`src/rtl/dadda_pkg.sv`:
```
// Shared types and constants for the Dadda multiply-add sequencer.
package dadda_pkg;

    localparam int OP_W  = 8;
    localparam int ACC_W = 16;
    localparam int RES_W = 17;

    localparam logic [ACC_W-1:0] ACC_MAX = 16'hFFFF;

    typedef enum logic [1:0] {
        ST_ACC   = 2'd0,
        ST_DRAIN = 2'd1,
        ST_HOLD  = 2'd2
    } state_t;

    // Clamp a core result to the accumulator width.
    function automatic logic [ACC_W-1:0] sat_res(input logic [RES_W-1:0] res);
        return res[RES_W-1] ? ACC_MAX : res[ACC_W-1:0];
    endfunction

endpackage

```
`src/rtl/top_level.sv`:
```
// 8x8 multiply-add core: res = a*b + m.
// The partial-product array is built explicitly; the column reduction is left
// to the synthesis tool, which maps it onto a compressor tree.
module top_level
    import dadda_pkg::*;
(
    input  logic [OP_W-1:0]  a,
    input  logic [OP_W-1:0]  b,
    input  logic [ACC_W-1:0] m,
    output logic [RES_W-1:0] res
);

    // Sum the shifted partial-product rows together with the addend.
    always_comb begin
        logic [RES_W-1:0] sum;
        logic [RES_W-1:0] row;
        sum = RES_W'(m);
        for (int i = 0; i < OP_W; i++) begin
            row = RES_W'(a & {OP_W{b[i]}}) << i;
            sum = sum + row;
        end
        res = sum;
    end

endmodule

```
`src/rtl/dadda_mac_sequencer.sv`:
```
// Streaming dot-product sequencer around the multiply-add core.
//
// state    | meaning
// ---------+--------------------------------------------------------------
// ST_ACC   | accepting operand pairs, previous product committing to acc
// ST_DRAIN | last pair captured; its product commits, no new input
// ST_HOLD  | result presented on out_*; waits for out_ready
module dadda_mac_sequencer
    import dadda_pkg::*;
#(
    parameter int N_TERMS = 8,
    localparam int CW     = $clog2(N_TERMS + 1)
) (
    input  logic             clk,
    input  logic             rst,
    input  logic             in_valid,
    output logic             in_ready,
    input  logic [OP_W-1:0]  in_a,
    input  logic [OP_W-1:0]  in_b,
    input  logic             in_last,
    output logic             out_valid,
    input  logic             out_ready,
    output logic [ACC_W-1:0] out_acc,
    output logic             out_sat,
    output logic [CW-1:0]    out_terms
);

    localparam logic [CW-1:0] LAST_CNT = CW'(N_TERMS - 1);

    state_t           state;
    logic [ACC_W-1:0] acc;
    logic             sat;
    logic [CW-1:0]    count;
    logic [OP_W-1:0]  op_a;
    logic [OP_W-1:0]  op_b;
    logic             op_vld;
    logic             rdy;
    logic             vld;
    logic [RES_W-1:0] res;
    logic             accept;

    top_level u_core (
        .a   (op_a),
        .b   (op_b),
        .m   (acc),
        .res (res)
    );

    // rdy is registered; gating with rst keeps in_ready low for the whole reset pulse.
    assign in_ready  = rdy && !rst;
    assign accept    = in_valid && in_ready;
    assign out_valid = vld;
    assign out_acc   = acc;
    assign out_sat   = sat;
    assign out_terms = count;

    // Sequencer FSM, operand capture and saturating accumulator.
    always_ff @(posedge clk) begin
        if (rst) begin
            state  <= ST_ACC;
            acc    <= '0;
            sat    <= 1'b0;
            count  <= '0;
            op_a   <= '0;
            op_b   <= '0;
            op_vld <= 1'b0;
            rdy    <= 1'b0;
            vld    <= 1'b0;
        end else begin
            if (op_vld) begin
                acc <= sat_res(res);
                sat <= sat | res[RES_W-1];
            end
            case (state)
                ST_ACC: begin
                    rdy <= 1'b1;
                    if (accept) begin
                        op_a   <= in_a;
                        op_b   <= in_b;
                        op_vld <= 1'b1;
                        count  <= count + 1'b1;
                        if (count == LAST_CNT || in_last) begin
                            state <= ST_DRAIN;
                            rdy   <= 1'b0;
                        end
                    end else begin
                        op_vld <= 1'b0;
                    end
                end
                ST_DRAIN: begin
                    op_vld <= 1'b0;
                    state  <= ST_HOLD;
                end
                ST_HOLD: begin
                    // out_valid rises one cycle into HOLD, so the handshake needs both.
                    if (vld && out_ready) begin
                        acc   <= '0;
                        sat   <= 1'b0;
                        count <= '0;
                        vld   <= 1'b0;
                        rdy   <= 1'b1;
                        state <= ST_ACC;
                    end else begin
                        vld <= 1'b1;
                    end
                end
                default: begin
                    state <= ST_ACC;
                    rdy   <= 1'b0;
                    vld   <= 1'b0;
                end
            endcase
        end
    end

endmodule

```
`config.mk`:
```
export PLATFORM = sky130hd
export DESIGN_NAME = dadda_mac_sequencer
export DESIGN_NICKNAME = d
export VERILOG_FILES = /design/src/rtl/dadda_pkg.sv /design/src/rtl/top_level.sv /design/src/rtl/dadda_mac_sequencer.sv
export SDC_FILE = /design/constraint.sdc
export NUM_CORES = 1
export LEC_CHECK = 0
export CORE_ASPECT_RATIO = 0.5
export CORE_MARGIN = 1
export CORE_UTILIZATION = 60
export CTS_BUF_LIST = sky130_fd_sc_hd__clkbuf_16
export DETAILED_ROUTE_END_ITERATION = 12
export GPL_ROUTABILITY_DRIVEN = 1
export PLACE_DENSITY = 0.94
export SLEW_MARGIN = 20
export SYNTH_ARGS = -nofsm -noshare
export SYNTH_HDL_FRONTEND = slang
export SYNTH_SLANG_ARGS = --single-unit
```
`constraint.sdc`:
```
create_clock -name clk -period 10.3 [get_ports clk]
set_input_delay 2.06 -clock clk [delete_from_list [all_inputs] [get_ports clk]]
set_output_delay 2.06 -clock clk [all_outputs]
set_load 0.02 [all_outputs]
```
; Yosys cells after proc, flatten, opt, wreduce, memory -nomap -nowiden
; Cells that the tools add are included.
[word_totals]
ff_bits = 42
wordCells = 69
[classes]
n_bitwise = 10
eq_ne = 6
addsub = 9
reduce_logical = 13
mux = 22
[ops]
columns = op, count
row1 = adder 17 bit, 5
row2 = AND 8 bit, 8
row3 = 2-to-1 mux 16 bit, 4
row4 = adder 16 x 17 -> 17 bit, 1
row5 = adder 17 x 13 -> 17 bit, 1
row6 = adder 17 x 15 -> 17 bit, 1
row7 = 2-to-1 mux 1 bit, 8
row8 = 2-to-1 mux 4 bit, 2
row9 = one-hot mux 4 bit (2 select lines), 1
row10 = 2-to-1 mux 2 bit, 3
row11 = != test 2 bit (second input constant), 3
row12 = one-hot mux 2 bit (3 select lines), 1
row13 = AND reduction 3 bit, 2
row14 = adder 4 x 1 -> 4 bit (second input constant), 1
row15 = == test 4 x 3 -> 1 bit (second input constant), 1
row16 = one-hot mux 1 bit (2 select lines), 2
row17 = AND reduction 2 bit, 2
row18 = nonzero test 2 bit, 2
row19 = logical AND 1 bit, 3
row20 = one-hot mux 1 bit (3 select lines), 1
row21 = == test 2 x 1 -> 1 bit (second input constant), 1
row22 = == test 2 bit (second input constant), 1
row23 = logical NOT 2 bit, 1
row24 = OR reduction 2 bit, 1
row25 = 4 further kinds, 4

; Longest topological paths before layout
; Gate-level depths: netlist of the first run.
[depth]
ltp_word = 13
depth_mapped = 17
depth_no_buf = 16

; Modules after synthesis
; A second synthesis of the first run with hierarchy kept.
[unflattened]
hier_cells = 437
hier_area_um2 = 3963.8
[modules_own_cells]
columns = mod, n_inst, cells_per_inst, area_each_um2, seq_area_each_um2
row1 = top_level, 1, 263, 2446.1, 0.0
row2 = dadda_mac_sequencer, 1, 174, 1517.7, 840.8

; Worst setup path after synthesis of the first run
; Ideal clock, no wire load.
[synth_path]
kind = input -> output
startpoint = in rst
endpoint = out in_ready
t_required_ns = 8.240
cell_stages = 1
arrival_ns = 2.416
path_buffers = 0
path_slack_ns = 5.824
path_cell_list = nor2b_1
[synth_between]
elab_chain_cells = 2
[synth_lines]
columns = item, line_no
row1 = "start, declared", dadda_mac_sequencer.sv:15  ; input logic rst,
row2 = logical NOT 1 bit, dadda_mac_sequencer.sv:50  ; assign in_ready = rdy && !rst;
row3 = logical AND 1 bit, dadda_mac_sequencer.sv:50
row4 = "end, declared", dadda_mac_sequencer.sv:17  ; output logic in_ready,
; Every way passes these cells.

; Worst setup path in the final report of the first run
; Ends and elaborated chain as after synthesis.

==> impl_metrics.yaml, run 1 <==
place:
  preCtsSetupSlack_ns: 4.35
  detailed_place.area_sq_mm: 0.00443
  placedCellCount: 560
  io_buffer_count: 43
  gp_congestion: 0.838
  dpl.hpwl_mm: 6.32
routing:
  drt_iter0_drc: 188
  drc: 0
  route.vias.total: 3148
  wl_met3_um: 382
  met1_length_mm: 3.58
  wire_per_inst_um: 14.8
  route.antenna.remaining_nets: 0
  detailroute.wirelength.met2_mm: 4.18
  drt_pass1_iterations: 4
  vias_per_inst: 5.54
  totalWireLength_mm: 8.39
  top_layer_used: "met4"
sta:
  timing.max_slew.rel_slack: 0.346
  finClkSkew_ns: 0.00471
  layout_worst_path_cycle_share: 0.576
  rsz_0062_raised_after_global_routing: "no"
  final.setup.tns_ns: 0
  fmax_mhz: 168
  setup_viol: 0
  worstMarginPinSlew_ns: 0.979
  drv_slew: 0
  layout_setup_ws_ns: 4.36
  min_period_ns: 5.94
  hold_viol: 0
power:
  power.share.sequential: 0.425
  max-vdd-ir-drop_v: 0.0000664
  internal-power_uw: 311
  power_dens_cells_mw_per_mm2: 91.5
  p_switching_uw: 111
  sw_frac_of_total: 0.263
  clock_power_share: 0.450
  static-leakage-power_nw: 2.12
  combPwrFrac: 0.126
run:
  maxCapViolCount: 0
worst_setup_path:
  critical_path.slowest_cell: "sky130_fd_sc_hd__clkdlybuf4s50_1"
  timing.critical_path.mode_cell: "sky130_fd_sc_hd__clkdlybuf4s50_1"
  worst-r2r-cell-count: 16
  critical_path_depth: 3
  critical_path_class: "in -> out"
  slowest_delay_ns: 0.81
  cell_class_contributing_the_biggest_share_of_worst_path_delay: "buffers and inverters"
  worst_path_arrival_time_ns: 3.88
  critPathBufInv: 2
  critPathMaxFanout: 24
  nature_of_the_critical_path_startpoint: "primary input"
  worstSetupEndpointType: "output pin"
  cp_data_required_time_ns: 8.24
  timing.critical_path.cells: "clkdlybuf4s50_1 > nor2b_1 > clkdlybuf4s50_1"
synth:
  syn_inst: 442
  postSynthNetCount: 550
  synth_area_per_cell_sq_um: 8.93
  seq_area_frac_synth: 0.213
  yosys-top-cells-count: "68 x sky130_fd_sc_hd__inv_1, 60 x sky130_fd_sc_hd__nand2_1, 51 x sky130_fd_sc_hd__fa_1"
  post_synthesis_cell_area_sq_mm: 0.00395
  synth_area_leaders: "sky130_fd_sc_hd__fa_1 26%, sky130_fd_sc_hd__dfxtp_1 21%, sky130_fd_sc_hd__ha_1 11%"
  postSynth.asyncResetShare: 0
  ys_warn_count: 0
  ys_types: 34
  ys_ff_latch: 42
  library_cell_with_the_highest_instance_count_after_synthesis: "sky130_fd_sc_hd__inv_1"
  synth_area_leader_cell: "sky130_fd_sc_hd__fa_1"
  dominantRegCellSynth: "sky130_fd_sc_hd__dfxtp_1"
  number_of_enable_type_register_cells_in_the_synthesized_netlist: 0
  synthDominantCellAreaShare: 0.259
die:
  floorplan.initialDensity: 0.636
  placement_rows: 20
  die_width_um: 117
  floorplan.die_area_sq_mm: 0.00692
  fp.coreArea_sq_mm: 0.00621
  ioPinCount: 44
  fp.dieH_um: 59.3
global_routing:
  grt_start_max_net_pins: 33
  grt.total_usage: 0.276
  grt_overflow_total: 0
  grt_pass1_vias: 3159
  grt_pass1_wl_mm: 14.3
  initial_antenna_violation_count: 0
final_layout:
  syn_to_final_growth_pct: 16.8
  finalInstanceArea_sq_mm: 0.00461
  layoutNonFillerInstCount: 568
  num-nets-final: 587
  num_antenna_cells: 0
  filler_cell_count: 450
  drive_above_1_share: 0.0271
  final_util: 0.743
worst_hold_path:
  hold_class: "reg -> reg"
  whs_path_depth: 2
clocking:
  cts_sinks: 42
  cts_tree: "built"
  clkTransAtPathRegs_ns: 0.06
  cts.hold.buffers_added: 0
  worst_skew_pair.late_latency_ns: 0.30
  post-cts-setup-buffers: 0
  h_tree_depth_reported_by_cts: 2
  cts_buffers: 5
  clk_path_buf_depth: 2
  clock_tree.root_cell: "sky130_fd_sc_hd__clkbuf_16"
  cts_resized: 0
outcome:
  run_status: "completed"
==> kinds of logic (layout without fill, tap and decap cells) <==
family / Yosys count / in the layout / share of synthesized area
xor gates and xnor gates: 14 / 14 / 0.0311
adders and majority gates: 87 / 87 / 0.373
and+or+nand+nor: 140 / 140 / 0.169
buffers and inverters: 82 / 120 / 0.0802
AOI/OAI and AO/OA: 77 / 77 / 0.134
DFF: 42 / 42 / 0.213
==> layer usage <==
| metal | global-route usage | vias up |
|---|---|---|
| li1 | - | 1494 |
| met1 | 0.353 | 1541 |
| met2 | 0.478 | 89 |
| met3 | 0.0511 | 24 |
| met4 | 0.101 | 0 |
| met5 | 0 | - |
==> per-stage QoR <==
step                      hold WS (ns)  total power, mW
after floorplan                  0.467            0.211
after global placement           0.432            0.232
after detailed placement         0.455            0.235
after CTS                        0.462            0.424
after global routing             0.490            0.439
final                            0.468            0.422
==> sequential cells by signal, indices dropped and copies added (netlist names) <==
name,flops
op_a,8
op_b,8
op_vld,1
out_acc,16
out_sat,1
out_terms,4
out_valid,1
rdy,1
state,2
==> cell usage in the layout (no fill, tap or decap), drive strengths merged, types with 2 or more instances in the layout <==
| cell | synthesis | routed |
|---|---|---|
| a21o | 5 | 5 |
| a21oi | 31 | 31 |
| dfxtp | 42 | 42 |
| nand2 | 60 | 60 |
| a31oi | 2 | 2 |
| fa | 51 | 51 |
| o21ai | 4 | 4 |
| nand3 | 3 | 3 |
| a311oi | 13 | 13 |
| o21bai | 2 | 2 |
| clkdlybuf4s50 | 0 | 43 |
| inv | 68 | 69 |
| ha | 36 | 36 |
| clkbuf | 11 | 5 |
| xnor2 | 9 | 9 |
| o21a | 5 | 5 |
| and2 | 45 | 45 |
| a211oi | 7 | 7 |
| o211ai | 3 | 3 |
| xor2 | 5 | 5 |
| nor2 | 23 | 23 |
| nand2b | 5 | 5 |
==> worst paths after layout <==
path,startpoint,to,slack [ns]
setup / recovery,rst,in_ready,4.36
hold / removal,out_sat$_SDFF_PP0_,out_sat$_SDFF_PP0_,0.47
setup reg to reg,op_a[3]$_SDFFE_PP0P_,out_acc[13]$_SDFF_PP0_,5.16
hold reg to reg,out_sat$_SDFF_PP0_,out_sat$_SDFF_PP0_,0.47
==> tightest hold or removal path, delay by kind of cell (launching register included) <==
kind,cells,cell delay (ns)
compound gates,1,0.05
buf+inv,1,0.06
flops,1,0.31
==> power groups by stage <==
stage	Combinational (mW)	Sequential [mW]	Clock [mW]
final	0.0530	0.179	0.190
after CTS	0.0533	0.179	0.192
after floorplan	0.0294	0.182	0
after global placement	0.0503	0.182	0
after global routing	0.0592	0.180	0.200
after detailed placement	0.0526	0.182	0
==> cell type report <==
class | instances | area, sq um | area share
Sequential cell | 42 | 842 | 0.183
Clock inverter | 3 | 48.8 | 0.0106
Inverter | 68 | 255 | 0.0554
Clock buffer | 5 | 125 | 0.0272
Timing Repair Buffer | 44 | 438 | 0.0950
Tap cell | 88 | 110 | 0.0239
Multi-Input combinational cell | 318 | 2790 | 0.605
No activity file was read; power rests on OpenSTA's default activity.
==> inputs of run 2 (changes only) <==
Settings changed: CORE_UTILIZATION 60 to 58, PLACE_DENSITY 0.94 to 0.92.
Clock period 10.3 ns to 5.57 ns, I/O delays scaled along.
==> impl_metrics.yaml, run 2 (synthesis gave the netlist of run 1 again) <==
clocking:
  worst_skew_pair.late_latency_ns: 0.30
  cts_buffers: 5
  clkTransAtPathRegs_ns: 0.07
  cts_resized: 0
  cts_sinks: 42
  cts.hold.buffers_added: 0
  post-cts-setup-buffers: 0
  clock_tree.root_cell: "sky130_fd_sc_hd__clkbuf_16"
  clk_path_buf_depth: 2
  cts_tree: "built"
  h_tree_depth_reported_by_cts: 2
global_routing:
  initial_antenna_violation_count: 0
  grt_pass1_vias: 3123
  grt_pass1_wl_mm: 14.7
  grt.total_usage: 0.272
  grt_overflow_total: 0
  grt_start_max_net_pins: 33
final_layout:
  drive_above_1_share: 0.0270
  mostFrequentLayoutCells: "68 x sky130_fd_sc_hd__inv_1, 60 x sky130_fd_sc_hd__nand2_1, 51 x sky130_fd_sc_hd__fa_1, 45 x sky130_fd_sc_hd__and2_1, 43 x sky130_fd_sc_hd__clkdlybuf4s50_1"
  num-nets-final: 588
  num_antenna_cells: 0
  leading_cell_type_in_the_layout_fill_and_taps_excluded: "sky130_fd_sc_hd__inv_1"
  syn_to_final_growth_pct: 16.9
  largest_register_ff_count: 16
routing:
  drt_pass1_iterations: 4
  drt_iter0_drc: 191
  route.antenna.remaining_nets: 0
  wire_per_inst_um: 15.4
  route.vias.total: 3202
  vias_per_inst: 5.63
  totalWireLength_mm: 8.75
  drc: 0
sta:
  fmax_mhz: 213
  timing.max_slew.rel_slack: 0.283
  whs_ns: 0.449
  drv_slew: 0
  setup_viol: 0
  layout_worst_path_cycle_share: 0.843
  final.setup.tns_ns: 0
  min_period_ns: 4.69
  worstMarginPinSlew_ns: 1.07
  rsz_0062_raised_after_global_routing: "no"
  finClkSkew_ns: 0.00424
  layout_setup_ws_ns: 0.877
  hold_viol: 0
die:
  floorplan.initialDensity: 0.626
  fp.coreArea_sq_mm: 0.00631
  floorplan.die_area_sq_mm: 0.00716
  die_width_um: 119
  placement_rows: 20
  fp.dieH_um: 60.3
  ioPinCount: 44
power:
  power_dens_cells_mw_per_mm2: 170
  fin_total_pwr_uw: 783
  static-leakage-power_nw: 2.12
  max-vdd-ir-drop_v: 0.000145
place:
  gp_congestion: 0.899
  dpl.hpwl_mm: 6.49
  io_buffer_count: 43
  preCtsSetupSlack_ns: 0.911
run:
  maxCapViolCount: 0
worst_setup_path:
  worstSetupEndpointType: "flip-flop"
  worst_path_arrival_time_ns: 4.88
  nature_of_the_critical_path_startpoint: "flip-flop"
  worst-r2r-cell-count: 15
  critPathMaxFanout: 15
  cp_data_required_time_ns: 5.75
  critical_path_class: "reg -> reg"
outcome:
  run_status: "completed"
worst_hold_path:
  whs_path_depth: 2
  hold_class: "reg -> reg"
## run 2: cell types whose count changed in the layout (fill, tap and decap cells not counted)
| cell | before | now |
|---|---|---|
| sky130_fd_sc_hd__buf_4 | 1 | 2 |
| sky130_fd_sc_hd__dfxtp_2 | 1 | 0 |
| sky130_fd_sc_hd__dfxtp_1 | 41 | 42 |
## run 2: through the flow
step | instances | area, sq um | util
6_report | 569 | 4610 | 0.732
5_1_grt | 569 | 4610 | 0.732
4_1_cts | 569 | 4610 | 0.732
3_5_place_dp | 561 | 4440 | 0.704
3_3_place_gp | 561 | 4440 | 0.704
2_1_floorplan | 442 | 3950 | -
## run 2: area by class of cell
class,count,area (sq um)
Multi-Input combinational cell,318,2790
Fill cell,461,1690
Sequential cell,42,841
Timing Repair Buffer,45,445
Inverter,68,255
Clock buffer,5,125
Tap cell,88,110
Clock inverter,3,48.8
## run 2: per-layer routing
metal  track usage  vias to the layer above  share of wire
met4         0.103                        0          0.023
met5             0                        -              0
met1         0.340                     1573           0.44
li1              -                     1496              -
met2         0.485                      112           0.48
met3        0.0496                       21          0.058
## run 2: critical path, stage by stage, from the launching register on
cell and delay, ns:
sky130_fd_sc_hd__dfxtp_1 0.53, sky130_fd_sc_hd__and2_1 0.21, sky130_fd_sc_hd__fa_1 0.45, sky130_fd_sc_hd__fa_1 0.53
sky130_fd_sc_hd__fa_1 0.56, sky130_fd_sc_hd__inv_1 0.06, sky130_fd_sc_hd__fa_1 0.52, sky130_fd_sc_hd__inv_1 0.04
sky130_fd_sc_hd__ha_1 0.35, sky130_fd_sc_hd__o211ai_1 0.12, sky130_fd_sc_hd__o21a_1 0.23, sky130_fd_sc_hd__a21o_1 0.23
sky130_fd_sc_hd__a211oi_2 0.21, sky130_fd_sc_hd__buf_4 0.25, sky130_fd_sc_hd__and2_1 0.21, sky130_fd_sc_hd__a211oi_1 0.09
## run 2: final timing paths
kind,slack [ns],start,to
worst max register to register,0.88,op_b[2]$_SDFFE_PP0P_,out_acc[13]$_SDFF_PP0_
worst max-delay path,0.88,op_b[2]$_SDFFE_PP0P_,out_acc[13]$_SDFF_PP0_
worst min register to register,0.45,out_sat$_SDFF_PP0_,out_sat$_SDFF_PP0_
worst min-delay path,0.45,out_sat$_SDFF_PP0_,out_sat$_SDFF_PP0_
## run 2: where the power goes
part	internal, mW	switching, mW	total (mW)
Combinational	0.0478	0.0504	0.0983
Clock	0.215	0.139	0.354
Sequential	0.312	0.0196	0.331
Total	0.574	0.209	0.783
==> inputs of run 3 (changes only) <==
Settings changed: CORE_UTILIZATION 58 to 52, PLACE_DENSITY 0.92 to 0.88.
Clock period 5.57 ns to 3.9 ns, I/O delays scaled along.
==> impl_metrics.yaml, run 3 (synthesis gave the netlist of run 1 again) <==
clocking:
  clkTransAtPathRegs_ns: 0.07
  cts_buffers: 5
  cts_tree: "built"
  cts_sinks: 42
  clock_tree.root_cell: "sky130_fd_sc_hd__clkbuf_16"
  clk_path_buf_depth: 2
  h_tree_depth_reported_by_cts: 2
  cts.hold.buffers_added: 0
  worst_skew_pair.late_latency_ns: 0.30
worst_setup_path:
  worstSetupEndpointType: "flip-flop"
  cp_data_required_time_ns: 4.04
  worst-r2r-cell-count: 17
  critical_path_class: "reg -> reg"
  startpoint: "op_a[3]$_SDFFE_PP0P_"
  critPathMaxFanout: 6
  nature_of_the_critical_path_startpoint: "flip-flop"
  worst_path_arrival_time_ns: 4.51
  crit-reg2reg-capture: "out_acc[1]$_SDFF_PP0_"
  worstReg2RegStart: "op_a[3]$_SDFFE_PP0P_"
  rrSetupSlack_ns: -0.47
sta:
  fmax_mhz: 229
  setup_viol: 17
  rsz_0062_raised_after_global_routing: "yes"
  layout_worst_path_cycle_share: 1.12
  worstMarginPinSlew_ns: 0.862
  timing.max_slew.rel_slack: 0.424
  min_period_ns: 4.37
  whs_ns: 0.474
  finClkSkew_ns: 0.00592
  drv_slew: 0
  layout_setup_ws_ns: -0.474
  hold_viol: 0
routing:
  vias_per_inst: 5.58
  route.antenna.remaining_nets: 0
  route.vias.total: 3476
  wire_per_inst_um: 17.0
  drt_pass1_iterations: 7
  top_layer_used: "met4"
  met1_length_mm: 4.51
  totalWireLength_mm: 10.6
  detailroute.wirelength.met2_mm: 5.13
  drc: 0
  wl_met3_um: 606
  drt_iter0_drc: 225
global_routing:
  grt_pass1_wl_mm: 17.5
  grt_overflow_total: 0
  grt_start_max_net_pins: 33
  grt.total_usage: 0.288
  initial_antenna_violation_count: 0
  grt_pass1_vias: 3725
run:
  maxCapViolCount: 0
die:
  ioPinCount: 44
  die_width_um: 125
  floorplan.die_area_sq_mm: 0.00796
  fp.coreArea_sq_mm: 0.00735
  fp.dieH_um: 63.6
  placement_rows: 22
  floorplan.initialDensity: 0.537
final_layout:
  largest_register_ff_count: 16
  mostFrequentLayoutCells: "62 x sky130_fd_sc_hd__inv_1, 56 x sky130_fd_sc_hd__nand2_1, 49 x sky130_fd_sc_hd__fa_1, 43 x sky130_fd_sc_hd__clkdlybuf4s50_1, 41 x sky130_fd_sc_hd__buf_4"
  filler_cell_count: 460
  num_antenna_cells: 0
  syn_to_final_growth_pct: 33.0
  final_util: 0.714
  leading_cell_type_in_the_layout_fill_and_taps_excluded: "sky130_fd_sc_hd__inv_1"
  layoutNonFillerInstCount: 623
  num-nets-final: 634
  drive_above_1_share: 0.226
place:
  dpl.hpwl_mm: 6.90
  gp_congestion: 0.846
  io_buffer_count: 43
  preCtsSetupSlack_ns: -0.593
  placedCellCount: 601
power:
  fin_total_pwr_mw: 1.09
  static-leakage-power_nw: 2.37
  power_dens_cells_mw_per_mm2: 208
  max-vdd-ir-drop_v: 0.000162
outcome:
  run_status: "complete, but fails checks"
  failing_checks: "setup timing"
worst_hold_path:
  hold_path.startpoint: "out_sat$_SDFF_PP0_"
  hold_class: "reg -> reg"
  whs_path_depth: 2
  holdPathEnd: "out_sat$_SDFF_PP0_"
[run 3: cell types whose count changed in the layout (fill, tap and decap cells not counted), moves of 9 or more]
cell                      previous run  this run
sky130_fd_sc_hd__buf_4               2        41
sky130_fd_sc_hd__dfxtp_1            42        24
sky130_fd_sc_hd__dfxtp_4             0        12
sky130_fd_sc_hd__and2_1             45        36
sky130_fd_sc_hd__and2_4              0         9
[run 3: layout make-up]
type / count / area [sq um] / share of cell area
tap: 96 / 120 / 0.0229
inverter: 68 / 255 / 0.0486
timing repair buffer: 91 / 820 / 0.156
clock inverter: 3 / 25.0 / 0.00477
clock buffer: 5 / 125 / 0.0238
sequential: 42 / 893 / 0.170
multi-input combinational: 318 / 3010 / 0.573
[run 3: report_power, final]
group	internal, mW	switching (mW)
combinational	0.0911	0.0898
sequential	0.440	0.0272
clock	0.241	0.201
[run 3: per-stage QoR]
step / cell area (sq um) / setup TNS, ns
floorplan: 4080 / -2.16
global placement: 4800 / -6.08
detailed placement: 4800 / -9.23
CTS: 5210 / -6.18
global route: 5250 / -9.23
finish: 5250 / -7.04
[run 3: metal layers]
metal	track usage	vias to the layer above
met3	0.0705	35
met2	0.496	136
li1	-	1592
met1	0.337	1713
met4	0.154	0
met5	0	-
[run 3: how the worst max path moves through the flow]
stage | slack (ns) | endpoint
CTS | -0.39 | out_acc[1]$_SDFF_PP0_
finish | -0.47 | out_acc[1]$_SDFF_PP0_
detailed placement | -0.59 | out_acc[7]$_SDFF_PP0_
global placement | -0.38 | out_acc[0]$_SDFF_PP0_
global route | -0.61 | out_acc[2]$_SDFF_PP0_
floorplan | -0.17 | out_acc[13]$_SDFF_PP0_
[run 3: what timing repair did]
| item | in CTS | in global routing |
|---|---|---|
| setup buffers | 13 | 1 |
| pin swaps | 38 | 2 |
| cloned | 1 | 0 |
| gates resized for setup | 49 | 13 |
| endpoints found under the setup margin | 17 | 17 |
[run 3: critical path, cell delays in order (launching register included)]
cell	delay, ns
sky130_fd_sc_hd__dfxtp_4	0.39
sky130_fd_sc_hd__buf_6	0.13
sky130_fd_sc_hd__nand2_2	0.06
sky130_fd_sc_hd__fa_1	0.49
sky130_fd_sc_hd__inv_1	0.05
sky130_fd_sc_hd__fa_1	0.47
sky130_fd_sc_hd__fa_1	0.51
sky130_fd_sc_hd__inv_1	0.06
sky130_fd_sc_hd__fa_1	0.55
sky130_fd_sc_hd__inv_2	0.07
sky130_fd_sc_hd__ha_4	0.27
sky130_fd_sc_hd__o211ai_1	0.11
sky130_fd_sc_hd__o21a_1	0.22
sky130_fd_sc_hd__a21o_1	0.20
sky130_fd_sc_hd__a211oi_4	0.26
sky130_fd_sc_hd__buf_6	0.16
sky130_fd_sc_hd__buf_12	0.12
sky130_fd_sc_hd__a311oi_2	0.09
